## src/rtl/libhdl_sync_bus_stable_if.sv

```systemverilog
// Bus bundle for libhdl_sync_bus_stable: asynchronous input word plus qualified outputs.
interface libhdl_sync_bus_stable_if #(
  parameter int W = 32
);
  logic [W-1:0] i_bus;
  logic [W-1:0] o_bus;
  logic         o_upd;
  logic         o_busy;
  logic [W-1:0] o_rise;
  logic [W-1:0] o_fall;

  modport master (
    output i_bus,
    input  o_bus, o_upd, o_busy, o_rise, o_fall
  );

  modport slave (
    input  i_bus,
    output o_bus, o_upd, o_busy, o_rise, o_fall
  );
endinterface

```

## src/rtl/libhdl_sync_bus_stable.sv

```systemverilog
// Multi-bit synchroniser that only forwards a word after it has held steady for STABLE cycles.
// Optional per-bit rise/fall pulses on acceptance: define LIBHDL_SYNC_BUS_STABLE_EDGE_EN.
module libhdl_sync_bus_stable #(
  parameter int           W        = 32,
  parameter int           NFF      = 2,
  parameter int           STABLE   = 4,
  parameter logic [W-1:0] INIT_VAL = '0
) (
  input logic                      i_clk,
  input logic                      i_rst,
  libhdl_sync_bus_stable_if.slave  bus
);

  localparam int             CW       = $clog2(STABLE + 1);
  localparam logic [CW-1:0]  STABLE_C = CW'(STABLE);
  localparam logic [CW-1:0]  ONE_C    = CW'(1);

  localparam logic [0:0] IDLE   = 1'b0;
  localparam logic [0:0] SETTLE = 1'b1;

  (* ASYNC_REG = "TRUE" *) logic [W-1:0] sync_q [NFF];

  logic [W-1:0]  s;
  logic [W-1:0]  cand_q, cand_d;
  logic [W-1:0]  obus_q, obus_d;
  logic [CW-1:0] cnt_q,  cnt_d;
  logic [0:0]    state_q, state_d;
  logic          upd_q,  upd_d;
  logic          busy_q;
  logic          accept;

  assign s = sync_q[NFF-1];

  always_ff @(posedge i_clk) begin
    if (i_rst) begin
      for (int unsigned k = 0; k < NFF; k++) sync_q[k] <= INIT_VAL;
    end else begin
      sync_q[0] <= bus.i_bus;
      for (int unsigned k = 1; k < NFF; k++) sync_q[k] <= sync_q[k-1];
    end
  end

  always_comb begin
    state_d = state_q;
    cand_d  = cand_q;
    obus_d  = obus_q;
    cnt_d   = cnt_q;
    upd_d   = 1'b0;
    accept  = 1'b0;
    case (state_q)
      IDLE: begin
        if (s != obus_q) begin
          state_d = SETTLE;
          cand_d  = s;
          cnt_d   = ONE_C;
        end
      end
      default: begin
        if (s == cand_q) begin
          if (cnt_q == STABLE_C) begin
            accept  = 1'b1;
            obus_d  = cand_q;
            upd_d   = 1'b1;
            state_d = IDLE;
            cnt_d   = '0;
          end else begin
            cnt_d = cnt_q + ONE_C;
          end
        end else if (s == obus_q) begin
          // Word fell back to the accepted value: drop the candidate silently.
          state_d = IDLE;
          cnt_d   = '0;
        end else begin
          cand_d = s;
          cnt_d  = ONE_C;
        end
      end
    endcase
  end

  always_ff @(posedge i_clk) begin
    if (i_rst) begin
      state_q <= IDLE;
      cand_q  <= INIT_VAL;
      obus_q  <= INIT_VAL;
      cnt_q   <= '0;
      upd_q   <= 1'b0;
      busy_q  <= 1'b0;
    end else begin
      state_q <= state_d;
      cand_q  <= cand_d;
      obus_q  <= obus_d;
      cnt_q   <= cnt_d;
      upd_q   <= upd_d;
      busy_q  <= (state_d == SETTLE);
    end
  end

  assign bus.o_bus  = obus_q;
  assign bus.o_upd  = upd_q;
  assign bus.o_busy = busy_q;

`ifdef LIBHDL_SYNC_BUS_STABLE_EDGE_EN
  logic [W-1:0] rise_q, rise_d;
  logic [W-1:0] fall_q, fall_d;

  // Edges compare the outgoing o_bus against the word being accepted.
  always_comb begin
    rise_d = '0;
    fall_d = '0;
    if (accept) begin
      rise_d = ~obus_q & cand_q;
      fall_d = obus_q & ~cand_q;
    end
  end

  always_ff @(posedge i_clk) begin
    if (i_rst) begin
      rise_q <= '0;
      fall_q <= '0;
    end else begin
      rise_q <= rise_d;
      fall_q <= fall_d;
    end
  end

  assign bus.o_rise = rise_q;
  assign bus.o_fall = fall_q;
`else
  logic unused_accept;
  assign unused_accept = accept;
  assign bus.o_rise    = '0;
  assign bus.o_fall    = '0;
`endif

endmodule

```

## src/flat_wrapper.sv

```systemverilog
// flat-port wrapper written by rule: the top's interface ports become plain ports
module libhdl_sync_bus_stable_flat 
#(
  parameter int           W        = 32,
  parameter int           NFF      = 2,
  parameter int           STABLE   = 4,
  parameter logic [W-1:0] INIT_VAL = '0
)
  (i_clk, i_rst, bus_i_bus, bus_o_bus, bus_o_upd, bus_o_busy, bus_o_rise, bus_o_fall);
  libhdl_sync_bus_stable_if #(.W(W)) bus_i ();
  input logic i_clk;
  input logic i_rst;
  input wire logic [$bits(bus_i.i_bus)-1:0] bus_i_bus;
  output wire logic [$bits(bus_i.o_bus)-1:0] bus_o_bus;
  output wire logic [$bits(bus_i.o_upd)-1:0] bus_o_upd;
  output wire logic [$bits(bus_i.o_busy)-1:0] bus_o_busy;
  output wire logic [$bits(bus_i.o_rise)-1:0] bus_o_rise;
  output wire logic [$bits(bus_i.o_fall)-1:0] bus_o_fall;
  assign bus_i.i_bus = bus_i_bus;
  assign bus_o_bus = bus_i.o_bus;
  assign bus_o_upd = bus_i.o_upd;
  assign bus_o_busy = bus_i.o_busy;
  assign bus_o_rise = bus_i.o_rise;
  assign bus_o_fall = bus_i.o_fall;
  libhdl_sync_bus_stable #(.W(W), .NFF(NFF), .STABLE(STABLE), .INIT_VAL(INIT_VAL)) u_core (.i_clk(i_clk), .i_rst(i_rst), .bus(bus_i));
endmodule
```

## config.mk

```make
export PLATFORM = sky130hd
export DESIGN_NAME = libhdl_sync_bus_stable_flat
export DESIGN_NICKNAME = d
export VERILOG_FILES = /design/src/rtl/libhdl_sync_bus_stable_if.sv /design/src/rtl/libhdl_sync_bus_stable.sv /design/src/flat_wrapper.sv
export SDC_FILE = /design/constraint.sdc
export NUM_CORES = 1
export LEC_CHECK = 0
export ABC_AREA = 1
export CORE_MARGIN = 2
export CORE_UTILIZATION = 50
export CTS_BUF_LIST = sky130_fd_sc_hd__clkbuf_2 sky130_fd_sc_hd__clkbuf_4 sky130_fd_sc_hd__clkbuf_8
export DETAILED_ROUTE_END_ITERATION = 7
export MAX_ROUTING_LAYER = met4
export PLACE_DENSITY = 0.79
export REMOVE_ABC_BUFFERS = 1
export SLEW_MARGIN = 15
export SYNTH_ARGS = -nofsm -noshare
export SYNTH_HDL_FRONTEND = slang
export SYNTH_SLANG_ARGS = --single-unit
export TNS_END_PERCENT = 100
```

## constraint.sdc

```tcl
create_clock -name i_clk -period 1.8 [get_ports i_clk]
set_clock_uncertainty 0.05 [all_clocks]
set_input_delay 0.36 -clock i_clk [delete_from_list [all_inputs] [get_ports i_clk]]
set_output_delay 0.36 -clock i_clk [all_outputs]
set_load 0.02 [all_outputs]
```

; Yosys cells after proc, flatten, opt, wreduce, memory -nomap -nowiden
; Memory sizes are Yosys's and may differ from the RTL's.
; Cells that the tools add are included.
[word_totals]
regBits = 69
mem_bits_rw = 64
inputBits = 34
output_inout_bits = 98
n_memories = 1
[classes]
add_sub_neg = 1
n_eq_ne = 6
n_mux = 20
bitwise = 4
reduce_logical = 4
[mem_list]
columns = name, words, width, read_ports, rd_ports_with_merged_regs, wr, line
row1 = u_core.sync_q, 2, 32, 2, 0, 2, libhdl_sync_bus_stable.sv:21  ; (* ASYNC_REG = "TRUE" *) logic [W-1:0] sync_q [NFF];
[op_table]
columns = cell, n
row1 = $mux W32, 6
row2 = $eq A32 B32 Y1, 2
row3 = $ne A32 B32 Y1, 1
row4 = $mux W3, 4
row5 = $mux W1, 10
row6 = $reduce_and A3 Y1, 2
row7 = $ne A2 B2 Y1 const B, 2
row8 = $add A3 B1 Y3 const B, 1
row9 = $eq A3 B3 Y1 const B, 1
row10 = $reduce_or A3 Y1, 1
row11 = $not A1 Y1, 2
row12 = $or A1 B1 Y1, 2
row13 = $reduce_bool A2 Y1, 1

; Longest topological paths before layout
; Gate-level depths: netlist (run 1).
; An unclocked memory read counts as a cell.
[logic_depth]
ltp_word = 5
mapped_depth = 13
ltp_nobuf = 13

; Worst setup path after synthesis (run 1)
; No wires, ideal clock.
[synth_timing]
path_kind = register to register
from = register u_core.state_q
to = register u_core.obus_q[26], in the netlist u_core.bus.o_bus[26]
arrival_time_ns = 1.598
setup_slack_ns = 0.092
path_stages_with_launch = 12
n_path_buf = 1
period_less_slack_ns = 1.708
path_cell_list = dfxtp_1 > inv_1 > a21oi_1 > nand2_1 > nor2_1 > nand2_1 > nor2_2 > nand3_4 > nor3_4 > buf_6 > nand2_1 > nand2_1
[synth_between]
elab_chain_cells = 1
[synth_lines]
columns = item, line
row1 = from (decl), libhdl_sync_bus_stable.sv:27  ; logic [0:0] state_q, state_d;
row2 = from (signal assigned), libhdl_sync_bus_stable.sv:90  ; state_q <= state_d;
row3 = $reduce_and A3 Y1 (no line), -
row4 = to (signal assigned), libhdl_sync_bus_stable.sv:92  ; obus_q <= obus_d;
row5 = to (decl), libhdl_sync_bus_stable.sv:25  ; logic [W-1:0] obus_q, obus_d;
; Every way passes these cells.
; A chain may end at the register's enable or synchronous reset.

==> results of run 1 <==
==> state kept, by name, indices dropped and copies added, names as in the netlist <==
name / flops
u_core.sync_q: 64
u_core.cand_q: 32
u_core.bus.o_bus: 32
u_core.bus.o_upd: 1
u_core.cnt_q: 3
u_core.state_q: 1
==> area by class of cell <==
cell class	count	area, um2
clock buffers	18	241
clock inverters	13	208
fillers	1045	4250
inverters	139	522
multi-input cells	587	2790
flip-flops and latches	133	2760
well taps	147	184
repair buffers	111	1070
==> power by group <==
part	internal (W)	switching [W]	leakage, nW
clock network	0.00165	0.00116	0.214
logic	0.000264	0.000431	2.54
registers	0.00302	0.0000737	1.11
==> worst max-delay path, stage by stage, from the launching register on <==
cell	delay (ps)
dfxtp_4	380
inv_2	30
nand2_1	80
nand2_1	80
nor2_2	120
nand2_2	90
nor3_4	230
nand3_4	130
buf_4	180
nand2_8	110
clkbuf_16	170
nand2_1	50
a21oi_1	120
==> through the flow <==
| step | setup TNS (ps) | area (um2) | hold WS [ps] |
|---|---|---|---|
| finish | -2510 | 7760 | 213 |
| detailed placement | -2280 | 6910 | 342 |
| global route | -11280 | 7760 | 207 |
| global placement | -1500 | 6910 | 339 |
| CTS | 0 | 7390 | 208 |
| floorplan | -21970 | 5790 | 338 |
==> what timing repair did <==
action / CTS / global route
hold endpoints to repair: 0 / 0
gates cloned: 1 / 2
gates resized for setup: 56 / 105
pin swaps: 0 / 18
endpoints found under the setup margin: 94 / 68
setup buffers: 2 / 8
==> cells in the final DEF (no fill, tap or decap), types with 14 or more instances in the layout <==
master / count
conb_1: 64
dfxtp_4: 17
inv_2: 14
clkbuf_8: 17
inv_1: 121
buf_4: 34
clkdlybuf4s50_1: 32
nand3_1: 76
dfxtp_2: 24
dlygate4sd2_1: 33
dfxtp_1: 92
xnor2_1: 29
nand2_2: 24
a21oi_1: 27
nand2_1: 223
nor2_1: 95
==> layer usage <==
layer,global-route usage (%),vias to the layer above
met3,4.59,18
met4,7.71,0
met2,35.6,189
met5,-,-
li1,-,2730
met1,27.8,2396
==> final timing paths <==
| check | from | endpoint | slack, ps | cells past startpoint |
|---|---|---|---|---|
| worst max-delay path | u_core.sync_q[0][43] | u_core.cand_q[6] | -80 | 12 |
| worst min register to register | u_core.sync_q[0][16] | u_core.sync_q[0][48] | 330 | 2 |
| worst max register to register | u_core.sync_q[0][43] | u_core.cand_q[6] | -80 | 12 |
| worst min-delay path | i_rst | u_core.sync_q[0][48] | 210 | 2 |
==> cell families after synthesis <==
family | synth area share (%)
flops | 43.1
buf+inv | 18.5
xor+xnor | 4.40
fa+ha+maj | 0.405
simple gates | 30.4
compound gates | 3.08
other cells | 0.0607
==> summary.md, run 1 <==
| Metric | Value |
|---|---|
| Util after Layout | `between 60% and 70%` |
| Dpl cells | `1104` |
| Hold Crit Class | `in -> reg` |
| Final ANT Viol Nets | `0` |
| Initial Utilization | `51.4%` |
| CTS Buffer Depth | `2` |
| Met3 WL | `874 um` |
| Grt ovf | `0` |
| Post-synth top cells | `250 x nand2_1, 133 x dfxtp_1, 124 x inv_1` |
| # diodes | `0` |
| First-pass GRT wire length | `22400 um` |
| DR top layer | `met4` |
| Via count | `5333` |
| Async set or reset register ratio after synthesis | `0%` |
| Post-synth EDFFs | `0` |
| Most used DFF post-synth | `dfxtp_1` |
| Drt drc | `0` |
| Max Freq | `531 MHz` |
| Netlist cell types | `25` |
| Met1 wire length | `6350 um` |
| RSZ-0062 raised after global routing | `yes` |
| Register area share after synthesis | `43.1%` |
| Setup Slack @ Placement | `-74.8 ps` |
| Largest net degree at the start of global routing | `56` |
| Met2 Routed Length | `6760 um` |
| Routed len/inst | `about 12 um` |
| CTS Hold Bufs | `0` |
| Port buffer count | `67` |
| Crit path required time | `~2100 ps` |
| Synth Instances | `889` |
| Clock root buffer | `clkbuf_8` |
| CTS tree | `done` |
| Post-synth top area cell | `dfxtp_1` |
| Vias per inst | `4.65` |
| Violated checks | `negative setup slack` |
| Core Box Area | `12000 um2` |
| Most common cell in the netlist | `nand2_1` |
| Synth warn | `0` |
| Post-layout net count | `1025` |
| Synth Area per Inst | `~6.9 um2` |
| Clock latency on the worst-skew pair | `450 ps` |
| Post-DP HPWL | `9680 um` |
| Worst-path maximum fanout | `7` |
| Core Rows | `40` |
| Width of the die | `between 100 and 150 um` |
| Lkg Pwr | `3.86 nW` |
| Design Power | `0.00660 W` |
| Layout area overhead | `25.8%` |
| CTS buffer count | `17` |
| Worst vdd ir | `0.000862 V` |
| Outcome | `finished, violations left` |
| Reg clk slew, reported paths | `about 80 ps` |
| Max Slew Vio Count | `0` |
| Die H | `between 100 and 150 um` |
| Boundary Pins | `132` |
| Synth area leaders | `dfxtp_1 43%, nand2_1 15%, buf_4 8.1%` |
| Fraction of layout cells with a size suffix above 1 | `18.9%` |
| GP Congestion | `between 0.9 and 1` |
| WL final | `14200 um` |
| GRT Total Usage | `between 20% and 30%` |
| Vias in the first global route | `about 4700` |
| Critical path type | `reg -> reg` |
| Yosys top cell area share | `43.1%` |
| Worst EP arrival | `2210 ps` |
| DR iter-0 viols | `around 420` |
| Max Cap Viol | `0` |
| Finished Layout Cells | `around 1100` |
| Hold Fails Final Rpt | `0` |
| Die area | `13300 um2` |
| Setup violations, final | `63` |
| CP Capture Type | `flop` |
| Min cycle time layout | `1880 ps` |
| Power density over the cells | `roughly 850 nW/um2` |
| Seq cells post-synth | `133` |
| Final setup margin | `-84.5 ps` |
| Critical Path Source Type | `flop` |
| Initial antenna violation count | `0` |
| CTS sink cnt | `133` |
| H-tree levels | `4` |
| Netlist Area Pre-Place | `6170 um2` |
| Tcrit/Tclk final | `105%` |
| 1st-pass router iterations | `6` |
Note: power is estimated with default switching activity, not from simulation.
==> run 2: changes to the inputs <==
CORE_MARGIN = default   (was 2)
REMOVE_ABC_BUFFERS = default   (was 1)
==> run 2 against run 1 <==
Effect of this change: design area grew 6.4%; the flow still finishes with violations (negative setup slack); critical path type unchanged; sequential share of layout area shrank 1.7 points; largest cell class unchanged; clock power shrank 18%; core utilization grew 4.1 points; non-clock buffer count grew 11.
==> summary.md, run 2 (synthesized netlist as in run 1, its figures left out) <==
| Metric | Value |
|---|---|
| Outcome | `finished, violations left` |
| Violated checks | `negative setup slack` |
| Die area | `12800 um2` |
| Core Rows | `40` |
| CTS tree | `done` |
| Clock latency on the worst-skew pair | `450 ps` |
| Hold Crit Class | `in -> reg` |
| Setup Slack @ Placement | `-115 ps` |
| Flip-flop count of the largest register after layout | `64` |
| Worst EP arrival | `2370 ps` |
| RSZ-0062 raised after global routing | `yes` |
| Initial Utilization | `between 50 and 60%` |
| FILL cells | `867` |
| GP Congestion | `about 0.96` |
| Largest register by flop count | `u_core.sync_q` |
| CTS buffer count | `17` |
| Post-DP HPWL | `9990 um` |
| WL final | `17400 um` |
| Max Freq | `494 MHz` |
| Power density over the cells | `around 750 nW/um2` |
| Crit path required time | `between 2000 and 2500 ps` |
| CTS sink cnt | `133` |
| Drt drc | `0` |
| Vias in the first global route | `around 5200` |
| Clock root buffer | `clkbuf_8` |
| Port buffer count | `67` |
| Grt ovf | `0` |
| Vias per inst | `5.11` |
| H-tree levels | `4` |
| Setup violations, final | `66` |
| Worst-path maximum fanout | `5` |
| Post-layout net count | `1036` |
| First-pass GRT wire length | `23800 um` |
| Worst vdd ir | `about 0.00037 V` |
| Final ANT Viol Nets | `0` |
| Flop-to-flop setup slack | `-220 ps` |
| CP Capture Type | `flop` |
| # diodes | `0` |
| Via count | `5930` |
| Boundary Pins | `132` |
| Lkg Pwr | `4.34 nW` |
| GRT Total Usage | `24.7%` |
| Routed len/inst | `around 15 um` |
| Final setup margin | `-224 ps` |
| Width of the die | `113 um` |
| Max Slew Vio Count | `0` |
| 1st-pass router iterations | `8` |
| Most frequent cells in the layout | `179 x nand2_1, 118 x inv_1, 96 x nor2_1` |
| Fraction of layout cells with a size suffix above 1 | `~28%` |
| Critical path type | `reg -> reg` |
| Max Cap Viol | `0` |
| Reg clk slew, reported paths | `around 80 ps` |
| Die H | `113 um` |
| Core Box Area | `about 12000 um2` |
| Tcrit/Tclk final | `112%` |
| Commonest non-fill, non-tap cell in the layout | `nand2_1` |
| Min cycle time layout | `2020 ps` |
| Largest net degree at the start of global routing | `36` |
| Initial antenna violation count | `0` |
| DR iter-0 viols | `522` |
| Util after Layout | `68.8%` |
| Critical Path Source Type | `flop` |
| Layout area overhead | `33.8%` |
| Hold Fails Final Rpt | `0` |
| CTS Buffer Depth | `2` |
-- run 2: changes by cell type in the layout (fill, tap and decap cells not counted), sizes merged --
cell | before | now
clkinvlp | 4 | 3
clkinv | 8 | 12
inv | 135 | 136
clkbuf | 20 | 24
bufinv | 5 | 1
buf | 43 | 51
-- run 2: per-layer routing --
| metal | up-vias | global-route usage [%] | part of all wire, % |
|---|---|---|---|
| met4 | 0 | 13.6 | 5.9 |
| li1 | 2761 | - | - |
| met1 | 2679 | 28.3 | 37 |
| met2 | 372 | 40.0 | 47 |
| met3 | 118 | 5.52 | 9.8 |
| met5 | - | - | 0 |
-- run 2: per-stage QoR --
step                setup TNS (ps)  hold WS [ps]  area [um2]  cells  power, W
floorplan                        0           338        6410    952   0.00371
global placement             -3510           339        6880   1100   0.00378
detailed placement           -4470           343        6880   1100   0.00380
CTS                           -480           153        7410   1141   0.00608
global route                -16840           176        8260   1160   0.00644
finish                      -10680           167        8260   1160   0.00620
-- run 2: what timing repair did --
action,4_1_cts,5_1_grt
hold buffers,0,0
setup endpoints to repair,97,70
setup buffers,8,14
pin swaps,5,44
gates cloned,2,6
resized for setup,80,208
-- run 2: worst paths after layout --
path / startpoint / endpoint / cells after the start
setup / recovery: u_core.cand_q[8] / u_core.bus.o_bus[28] / 13
hold / removal: i_rst / u_core.sync_q[0][12] / 2
setup reg to reg: u_core.cand_q[8] / u_core.bus.o_bus[28] / 13
hold reg to reg: u_core.sync_q[0][9] / u_core.sync_q[0][41] / 2
-- run 2: layout make-up --
type	count	area [um2]	share of cell area [%]
Multi-Input combinational cell	587	3160	38.3
Sequential cell	133	2790	33.8
Timing Repair Buffer	122	1240	15.0
Inverter	139	522	6.32
Clock buffer	19	255	3.09
Tap cell	147	184	2.23
Clock inverter	13	109	1.32
-- run 2: critical path: stages, from the launching register on --
cell and delay (ps):
dfxtp_4 380, inv_1 60, nand2_2 70, and2_4 140, nand2_1 70, nor2_2 150, nand2_1 90, nor2_2 150
nand3_4 110, nor3_4 250, buf_6 180, buf_12 150, nand2_2 50, nand2_1 60
-- run 2: where the power goes --
part	leakage [nW]	internal [W]	switching [W]	total [W]
Sequential	1.12	0.00301	0.0000901	0.00310
Clock	0.185	0.00113	0.00118	0.00231
Combinational	3.03	0.000289	0.000498	0.000787
Total	4.34	0.00444	0.00177	0.00620
==> run 3: changes to the inputs <==
SLEW_MARGIN = default   (was 15)
==> results of run 3 <==
The final DEF is identical to that of run 2; final timing and power are the same.
